--- src/rtl/ad_chan_merge_if.sv ---
`default_nettype none
// ============================================================================
//  Module      : ad_chan_merge_if
//  Description : Valid/ready data-path stream carrying serialised ADC samples
//                with per-frame timestamp.
//                  dp_data - sample, dp_ch - channel index, dp_sof - first
//                  beat of frame, dp_utc/dp_ns - frame timestamp,
//                  dp_vld - beat valid, dp_rdy - downstream ready.
//                master: stream source (merger), slave: stream sink.
//  Revision    : 1.0 - initial release
// ============================================================================
interface ad_chan_merge_if #(
    parameter int DATA_W = 24
);
    logic [DATA_W-1:0] dp_data;
    logic [2:0]        dp_ch;
    logic              dp_sof;
    logic [31:0]       dp_utc;
    logic [31:0]       dp_ns;
    logic              dp_vld;
    logic              dp_rdy;

    modport master (
        output dp_data, dp_ch, dp_sof, dp_utc, dp_ns, dp_vld,
        input  dp_rdy
    );

    modport slave (
        input  dp_data, dp_ch, dp_sof, dp_utc, dp_ns, dp_vld,
        output dp_rdy
    );
endinterface
`default_nettype wire

--- src/rtl/ad_chan_merge.sv ---
`default_nettype none
// ============================================================================
//  Module      : ad_chan_merge
//  Description : Multi-channel ADC sample merger. Collects one sample per
//                enabled channel per epoch, timestamps the frame at its first
//                strobe, buffers frames in a FIFO and serialises them channel
//                by channel onto the dp stream.
//  Ports       : clk_sys/rst          - clock, synchronous active-high reset
//                ad_data/ad_vld       - per-channel samples and strobes
//                utc_sec/now_ns       - free-running time of day
//                dp                   - output stream (master modport)
//                fx_*/mod_id          - control/status register bus
//  Revision    : 1.0 - initial release
// ============================================================================
module ad_chan_merge #(
    parameter int CH_NUM     = 3,
    parameter int DATA_W     = 24,
    parameter int FIFO_DEPTH = 8,
    parameter int TMO_CYC    = 1023
) (
    input  wire logic                     clk_sys,
    input  wire logic                     rst,
    input  wire logic [CH_NUM*DATA_W-1:0] ad_data,
    input  wire logic [CH_NUM-1:0]        ad_vld,
    input  wire logic [31:0]              utc_sec,
    input  wire logic [31:0]              now_ns,
    ad_chan_merge_if.master               dp,
    input  wire logic [15:0]              fx_waddr,
    input  wire logic                     fx_wr,
    input  wire logic [7:0]               fx_data,
    input  wire logic                     fx_rd,
    input  wire logic [15:0]              fx_raddr,
    output logic      [7:0]               fx_q,
    input  wire logic [5:0]               mod_id
);
    localparam int c_aw = $clog2(FIFO_DEPTH);
    localparam int c_sw = CH_NUM * DATA_W;
    // Frame word: {utc, ns, mask, samples}
    localparam int c_fw = 64 + CH_NUM + c_sw;
    localparam int c_cw = $clog2(TMO_CYC + 1);
    localparam logic [c_cw-1:0] c_tmo_last = c_cw'(TMO_CYC - 1);

    typedef enum logic [1:0] {C_IDLE, C_COLLECT, C_PUSH} col_t;
    typedef enum logic [1:0] {S_IDLE, S_LOAD, S_SEND} ser_t;

    // ---------------- control / status ----------------
    logic [CH_NUM-1:0] r_ch_en;
    logic              r_enable, r_ovf, r_tmo;
    logic [7:0]        r_drop;
    logic [7:0]        w_rdata;
    logic              w_wsel, w_rsel, w_clr;

    // ---------------- collector ----------------
    col_t              r_cst;
    logic [CH_NUM-1:0] r_mask, r_got;
    logic [c_sw-1:0]   r_samp;
    logic [31:0]       r_utc, r_ns;
    logic [c_cw-1:0]   r_cnt;
    logic [CH_NUM-1:0] w_hit, w_new;
    logic [c_sw-1:0]   w_start_samp, w_col_samp;
    logic              w_can_start, w_got_all, w_tmo_evt;

    // ---------------- FIFO ----------------
    logic [c_fw-1:0]   r_mem [FIFO_DEPTH];
    logic [c_aw:0]     r_wp, r_rp;
    logic [c_aw:0]     w_rp_nxt;
    logic              w_empty, w_full, w_has_next, w_push_req, w_push, w_pop;
    logic [c_fw-1:0]   w_head, w_next;

    // ---------------- serialiser ----------------
    ser_t              r_sst;
    logic [CH_NUM-1:0] r_rem;
    logic              w_sel_next;
    logic [c_fw-1:0]   w_src;
    logic [CH_NUM-1:0] w_rem_src, w_rem_after;
    logic [2:0]        w_idx;
    logic [DATA_W-1:0] w_bdata;

    assign w_wsel = fx_wr && (fx_waddr[15:10] == mod_id);
    assign w_rsel = fx_rd && (fx_raddr[15:10] == mod_id);
    assign w_clr  = w_wsel && (fx_waddr[9:0] == 10'h001) && fx_data[1];

    always_comb begin
        w_rdata = 8'h00;
        case (fx_raddr[9:0])
            10'h000: w_rdata[CH_NUM-1:0] = r_ch_en;
            10'h001: w_rdata[0]          = r_enable;
            10'h002: w_rdata[3:0]        = {w_full, w_empty, r_tmo, r_ovf};
            10'h003: w_rdata             = r_drop;
            default: w_rdata             = 8'h00;
        endcase
    end

    // Collector next-state helpers
    assign w_hit       = ad_vld & r_ch_en;
    assign w_can_start = r_enable && (|w_hit);
    assign w_new       = ad_vld & r_mask & ~r_got;
    assign w_got_all   = ((r_got | w_new) == r_mask);
    assign w_tmo_evt   = (r_cst == C_COLLECT) && !w_got_all && (r_cnt == c_tmo_last);

    // Non-striking channels start at 0 so a timed-out frame carries zeros.
    always_comb begin
        w_start_samp = '0;
        w_col_samp   = r_samp;
        for (int k = 0; k < CH_NUM; k++) begin
            if (w_hit[k]) w_start_samp[k*DATA_W +: DATA_W] = ad_data[k*DATA_W +: DATA_W];
            if (w_new[k]) w_col_samp[k*DATA_W +: DATA_W]   = ad_data[k*DATA_W +: DATA_W];
        end
    end

    always_ff @(posedge clk_sys) begin
        if (rst) begin
            r_cst  <= C_IDLE;
            r_mask <= '0;
            r_got  <= '0;
            r_samp <= '0;
            r_utc  <= '0;
            r_ns   <= '0;
            r_cnt  <= '0;
        end else begin
            case (r_cst)
                C_IDLE, C_PUSH: begin
                    r_got <= '0;
                    r_cst <= C_IDLE;
                    if (w_can_start) begin
                        r_mask <= r_ch_en;
                        r_got  <= w_hit;
                        r_samp <= w_start_samp;
                        r_utc  <= utc_sec;
                        r_ns   <= now_ns;
                        r_cnt  <= '0;
                        r_cst  <= (w_hit == r_ch_en) ? C_PUSH : C_COLLECT;
                    end
                end
                C_COLLECT: begin
                    r_samp <= w_col_samp;
                    r_got  <= r_got | w_new;
                    r_cnt  <= r_cnt + 1'b1;
                    if (w_got_all || (r_cnt == c_tmo_last)) r_cst <= C_PUSH;
                end
                default: r_cst <= C_IDLE;
            endcase
        end
    end

    // FIFO: extra pointer bit distinguishes full from empty.
    assign w_empty    = (r_wp == r_rp);
    assign w_full     = (r_wp[c_aw] != r_rp[c_aw]) && (r_wp[c_aw-1:0] == r_rp[c_aw-1:0]);
    assign w_rp_nxt   = r_rp + 1'b1;
    assign w_has_next = (w_rp_nxt != r_wp);
    assign w_head     = r_mem[r_rp[c_aw-1:0]];
    assign w_next     = r_mem[w_rp_nxt[c_aw-1:0]];
    assign w_push_req = (r_cst == C_PUSH);
    assign w_push     = w_push_req && (!w_full || w_pop);
    // The frame stays in the FIFO until its last beat is accepted.
    assign w_pop      = (r_sst == S_SEND) && dp.dp_rdy && (r_rem == '0);

    always_ff @(posedge clk_sys) begin
        if (w_push) r_mem[r_wp[c_aw-1:0]] <= {r_utc, r_ns, r_mask, r_samp};
    end

    always_ff @(posedge clk_sys) begin
        if (rst) begin
            r_wp <= '0;
            r_rp <= '0;
        end else begin
            if (w_push) r_wp <= r_wp + 1'b1;
            if (w_pop)  r_rp <= w_rp_nxt;
        end
    end

    always_ff @(posedge clk_sys) begin
        if (rst) begin
            r_ch_en  <= '1;
            r_enable <= 1'b1;
            r_ovf    <= 1'b0;
            r_tmo    <= 1'b0;
            r_drop   <= 8'h00;
            fx_q     <= 8'h00;
        end else begin
            fx_q <= w_rsel ? w_rdata : 8'h00;
            if (w_wsel && (fx_waddr[9:0] == 10'h000)) r_ch_en  <= fx_data[CH_NUM-1:0];
            if (w_wsel && (fx_waddr[9:0] == 10'h001)) r_enable <= fx_data[0];
            if (w_clr) begin
                r_ovf  <= 1'b0;
                r_tmo  <= 1'b0;
                r_drop <= 8'h00;
            end else begin
                if (w_tmo_evt) r_tmo <= 1'b1;
                if (w_push_req && !w_push) begin
                    r_ovf <= 1'b1;
                    if (r_drop != 8'hFF) r_drop <= r_drop + 1'b1;
                end
            end
        end
    end

    // Once the current frame is exhausted the next head frame is read
    // directly so back-to-back frames stream without a bubble.
    assign w_sel_next = (r_sst == S_SEND) && (r_rem == '0);
    assign w_src      = w_sel_next ? w_next : w_head;
    assign w_rem_src  = w_sel_next ? w_src[c_sw +: CH_NUM] : r_rem;

    // Lowest remaining channel wins.
    always_comb begin
        w_idx       = 3'd0;
        w_bdata     = w_src[DATA_W-1:0];
        w_rem_after = w_rem_src;
        for (int k = CH_NUM - 1; k >= 0; k--) begin
            if (w_rem_src[k]) begin
                w_idx          = 3'(k);
                w_bdata        = w_src[k*DATA_W +: DATA_W];
                w_rem_after    = w_rem_src;
                w_rem_after[k] = 1'b0;
            end
        end
    end

    always_ff @(posedge clk_sys) begin
        if (rst) begin
            r_sst      <= S_IDLE;
            r_rem      <= '0;
            dp.dp_data <= '0;
            dp.dp_ch   <= '0;
            dp.dp_sof  <= 1'b0;
            dp.dp_utc  <= '0;
            dp.dp_ns   <= '0;
            dp.dp_vld  <= 1'b0;
        end else begin
            case (r_sst)
                S_IDLE: begin
                    if (!w_empty) begin
                        r_rem <= w_head[c_sw +: CH_NUM];
                        r_sst <= S_LOAD;
                    end
                end
                S_LOAD, S_SEND: begin
                    if ((r_sst == S_LOAD) || dp.dp_rdy) begin
                        if ((r_sst == S_LOAD) || (r_rem != '0) || w_has_next) begin
                            dp.dp_data <= w_bdata;
                            dp.dp_ch   <= w_idx;
                            dp.dp_sof  <= (r_sst == S_LOAD) || w_sel_next;
                            dp.dp_utc  <= w_src[c_fw-1 -: 32];
                            dp.dp_ns   <= w_src[c_fw-33 -: 32];
                            dp.dp_vld  <= 1'b1;
                            r_rem      <= w_rem_after;
                            r_sst      <= S_SEND;
                        end else begin
                            dp.dp_vld <= 1'b0;
                            dp.dp_sof <= 1'b0;
                            r_sst     <= S_IDLE;
                        end
                    end
                end
                default: r_sst <= S_IDLE;
            endcase
        end
    end
endmodule
`default_nettype wire

--- src/flat_wrapper.sv ---
// flat-port wrapper written by rule: the top's interface ports become plain ports
module ad_chan_merge_flat 
#(
    parameter int CH_NUM     = 3,
    parameter int DATA_W     = 24,
    parameter int FIFO_DEPTH = 8,
    parameter int TMO_CYC    = 1023
)
  (clk_sys, rst, ad_data, ad_vld, utc_sec, now_ns, fx_waddr, fx_wr, fx_data, fx_rd, fx_raddr, fx_q, mod_id, dp_dp_data, dp_dp_ch, dp_dp_sof, dp_dp_utc, dp_dp_ns, dp_dp_vld, dp_dp_rdy);
  ad_chan_merge_if #(.DATA_W(DATA_W)) dp_i ();
  input  wire logic clk_sys;
  input  wire logic rst;
  input  wire logic [CH_NUM*DATA_W-1:0] ad_data;
  input  wire logic [CH_NUM-1:0] ad_vld;
  input  wire logic [31:0] utc_sec;
  input  wire logic [31:0] now_ns;
  input  wire logic [15:0] fx_waddr;
  input  wire logic fx_wr;
  input  wire logic [7:0] fx_data;
  input  wire logic fx_rd;
  input  wire logic [15:0] fx_raddr;
  output logic      [7:0] fx_q;
  input  wire logic [5:0] mod_id;
  output wire logic [$bits(dp_i.dp_data)-1:0] dp_dp_data;
  output wire logic [$bits(dp_i.dp_ch)-1:0] dp_dp_ch;
  output wire logic [$bits(dp_i.dp_sof)-1:0] dp_dp_sof;
  output wire logic [$bits(dp_i.dp_utc)-1:0] dp_dp_utc;
  output wire logic [$bits(dp_i.dp_ns)-1:0] dp_dp_ns;
  output wire logic [$bits(dp_i.dp_vld)-1:0] dp_dp_vld;
  input wire logic [$bits(dp_i.dp_rdy)-1:0] dp_dp_rdy;
  assign dp_dp_data = dp_i.dp_data;
  assign dp_dp_ch = dp_i.dp_ch;
  assign dp_dp_sof = dp_i.dp_sof;
  assign dp_dp_utc = dp_i.dp_utc;
  assign dp_dp_ns = dp_i.dp_ns;
  assign dp_dp_vld = dp_i.dp_vld;
  assign dp_i.dp_rdy = dp_dp_rdy;
  ad_chan_merge #(.CH_NUM(CH_NUM), .DATA_W(DATA_W), .FIFO_DEPTH(FIFO_DEPTH), .TMO_CYC(TMO_CYC)) u_core (.clk_sys(clk_sys), .rst(rst), .ad_data(ad_data), .ad_vld(ad_vld), .utc_sec(utc_sec), .now_ns(now_ns), .dp(dp_i), .fx_waddr(fx_waddr), .fx_wr(fx_wr), .fx_data(fx_data), .fx_rd(fx_rd), .fx_raddr(fx_raddr), .fx_q(fx_q), .mod_id(mod_id));
endmodule
--- config.mk ---
export PLATFORM = sky130hd
export DESIGN_NAME = ad_chan_merge_flat
export DESIGN_NICKNAME = d
export VERILOG_FILES = /design/src/rtl/ad_chan_merge_if.sv /design/src/rtl/ad_chan_merge.sv /design/src/flat_wrapper.sv
export SDC_FILE = /design/constraint.sdc
export NUM_CORES = 2
export LEC_CHECK = 0
export ABC_AREA = 1
export CELL_PAD_IN_SITES_DETAIL_PLACEMENT = 1
export CELL_PAD_IN_SITES_GLOBAL_PLACEMENT = 1
export CORE_AREA = 2 2 373 375
export CTS_CLUSTER_DIAMETER = 40
export CTS_CLUSTER_SIZE = 24
export DETAILED_ROUTE_END_ITERATION = 10
export DIE_AREA = 0 0 375 377
export PLACE_DENSITY_LB_ADDON = 0.1
export SETUP_SLACK_MARGIN = 0.5
export SLEW_MARGIN = 20
export SYNTH_ARGS = -nofsm -noshare
export SYNTH_HDL_FRONTEND = slang
export SYNTH_SLANG_ARGS = --single-unit
export TNS_END_PERCENT = 1
--- constraint.sdc ---
create_clock -name clk_sys -period 18.85 [get_ports clk_sys]
set_clock_uncertainty 0.2 [all_clocks]
set_input_delay 4.7125 -clock clk_sys [delete_from_list [all_inputs] [get_ports clk_sys]]
set_output_delay 4.7125 -clock clk_sys [all_outputs]
set_load 0.005 [all_outputs]
==> results.txt <==
Mapped Area: 65,500 um^2
WL final: 233,000 um
Die Ht: 377 um
initial antenna violation count: 4
Setup crit end: u_core.r_mem[0][54]$_DFFE_PP_
Final Cell Area: 76,000 um^2
largest net degree at the start of global routing: 197
worst slew pin tran: 1.22 ns
number of global-route vias before repair: 59,300
Relative slew margins: 0.187
critical path endpoint category: flip-flop
GRT Total Usage: 0.325
Critical Path Source: dp_dp_rdy
Resized Gates After CTS: 0
R2R Path End: u_core.dp.dp_data[0]$_SDFFE_PP0P_
Max-Cap Viols: 0
# IOs: 291
root buf cell: clkbuf_16
Post-CTS Setup Inserts: 0
Clock Sinks: 1,396
Power Total: 0.00899 W
Area after DPL: 69,000 um^2
most frequent cells in the layout: 1,368 x nand2_1, 1,112 x edfxtp_1, 886 x o21ai_0
Die Wd: 375 um
Synth area leader: edfxtp_1
commonest non-fill, non-tap cell in the layout: nand2_1
Critical Path AT: 9.05 ns
Synthesized Nets: 7,253
hold-fix buffers at CTS: 0
Core Region: 137,000 um^2
Worst Hold Class: reg -> reg
Most used DFF post-synth: edfxtp_1
period utilization: 0.468
final hold vios: 0
routability cong.: 0.780
die area: 141,000 um^2
ant diodes: 0
setup TNS: 0 ns
Synth Instances: 7,055
row cnt: 136
CP most frequent cell: nand2_1
Yosys cell types: 47
CP delay by family, top: buffers and inverters
R2R setup slack: 12.31 ns
kind of start point of the critical path: input port
Setup Viol. Count Final: 0
gr ovfl total: 0
Slew Limit Fails: 0
status: complete, no violations
share of the synthesized area in the top cell type: 0.510
Skew-Pair Late Insertion Delay: 0.82 ns
RSZ-0062 raised after global routing: false
Initial DRC Count: 5,033
post-synthesis register bit count: 1,396
fraction of registers with async set/reset: 0
Initial Util: 0.478
R2R cell count: 14
Antenna Nets Post-Route: 0
vias after detailed routing: 56,100
syn_area_per_cell: 9.28 um^2
Clock Tree Buf Depth: 3
dpl hpwl: 123,000 um
Port Buffers: 284
clock-pin transition on the worst setup and hold timing paths: 0.06 ns
Critical path buffers and inverters: 5
required time worst endpoint: 19.08 ns
highest clock rate: 113 MHz
first-pass GRT wire length: 350,000 um
CTS Buf Count: 199
leakage: 27.6 nW
H-tree depth reported by CTS: 4
synth top area cells: edfxtp_1 51%, dfxtp_1 8.7%, nand2_1 7.8%
number of synthesized flops with an enable pin: 1,112
layout cells sized above 1: 0.0656
Multi-input gate area: 22,800 um^2
storage element area: 39,100 um^2
First-pass DRT Iterations: 6
Filler cells: 15,100
NumNets Final: 7,277
kind of critical path: in -> reg
Peak VDD IR: 0.0913 mV
Vias/cell: 6.20
CP max-delay cell: buf_4
CP Cell Sequence: clkdlybuf4s50_1 > nand2_1 > nor2_2 > nor2_1 > inv_1 > nand2_1 > inv_1 > nand2_1 > nor2_4 > buf_4 > buf_4
area growth from synthesis to layout: 16.1%
drt drc: 0
DR WL/cell: 25.8 um
Warnings, synthesis: 0
crit-path max cell delay: 0.84 ns
crit-path max FO: 42
WP depth: 11
CTS tree: built
Power per Cell Area: 118 nW/um^2
min cycle time layout: 8.82 ns
sequential element share of the synthesized area: 0.597
[synthesized netlist by cell type (6+ instances only)]
cell      instances
nor3_1            6
nor2_1          866
inv_1           344
nand4_1           9
inv_2             8
dfxtp_1         284
buf_6             8
buf_4            15
buf_2           191
nand3_1         628
clkbuf_1        281
buf_1            53
o21ai_0         886
o221ai_1        145
nand2_1        1369
o21ai_1          34
o211ai_1        308
edfxtp_1       1112
ha_1              8
a21oi_1         378
o22ai_1          68
[per-stage QoR]
step	instances	utilization	worst slack, ns	hold slack, ns
6_report	9051	0.555	10.03	0.255
5_1_grt	9051	0.555	9.82	0.286
4_1_cts	9049	0.554	10.07	0.262
3_5_place_dp	8670	0.504	9.22	0.223
3_3_place_gp	8669	0.504	9.23	0.222
2_1_floorplan	7055	-	2.95	0.206
[report_power, final]
group	switching, W	internal (W)	leakage, nW
clock	0.00149	0.00235	3.32
sequential	0.000162	0.00350	12.5
combinational	0.000998	0.000497	11.7
total	0.00265	0.00634	27.6
[how the worst min path moves through the flow]
stage	from	end	slack, ns	depth (start not counted)
6_report	u_core.r_cnt[9]$_SDFFE_PP0P_	u_core.r_cnt[9]$_SDFFE_PP0P_	0.25	1
5_1_grt	u_core.r_cnt[9]$_SDFFE_PP0P_	u_core.r_cnt[9]$_SDFFE_PP0P_	0.29	1
3_3_place_gp	u_core.r_cnt[9]$_SDFFE_PP0P_	u_core.r_cnt[9]$_SDFFE_PP0P_	0.22	1
2_1_floorplan	u_core.r_cnt[9]$_SDFFE_PP0P_	u_core.r_cnt[9]$_SDFFE_PP0P_	0.21	1
4_1_cts	u_core.r_tmo$_SDFFE_PP0P_	u_core.r_tmo$_SDFFE_PP0P_	0.26	2
3_5_place_dp	u_core.r_cnt[9]$_SDFFE_PP0P_	u_core.r_cnt[9]$_SDFFE_PP0P_	0.22	1
[cells by family (layout without fill, tap and decap cells)]
| group | after synthesis | after routing | synth area share |
|---|---|---|---|
| AO/OA/AOI/OAI | 1832 | 1832 | 0.162 |
| XOR/XNOR | 11 | 11 | 0.00159 |
| other | 1 | 1 | 0.0000573 |
| buffers and inverters | 905 | 1107 | 0.0574 |
| flip-flops | 1396 | 1396 | 0.597 |
| adder cells (fa/ha/maj) | 8 | 8 | 0.00153 |
| AND/OR/NAND/NOR | 2902 | 2902 | 0.180 |
[registers in the layout, summed over array words and instances (netlist names), 10 cells and up, named ones only]
signal	flops
u_core.r_ns	32
u_core.dp.dp_utc	32
u_core.dp.dp_ns	32
u_core.r_utc	32
u_core.r_samp	72
u_core.dp.dp_data	24
u_core.r_mem	1112
u_core.r_cnt	10
[final cells by class]
class | instances | area share
flip-flops and latches | 1396 | 0.514
multi-input cells | 4754 | 0.300
clock buffers | 242 | 0.0705
repair buffers | 375 | 0.0477
well taps | 1794 | 0.0295
clock inverters | 137 | 0.0202
inverters | 353 | 0.0181
[layer usage]
layer  wire [um]  share of wire  track usage
met5          27        0.00012            0
met4        9190          0.039        0.146
met3       15400          0.066       0.0460
met2      115000           0.49        0.562
met1       94400           0.40        0.404
(Power assumes the default switching activity.)
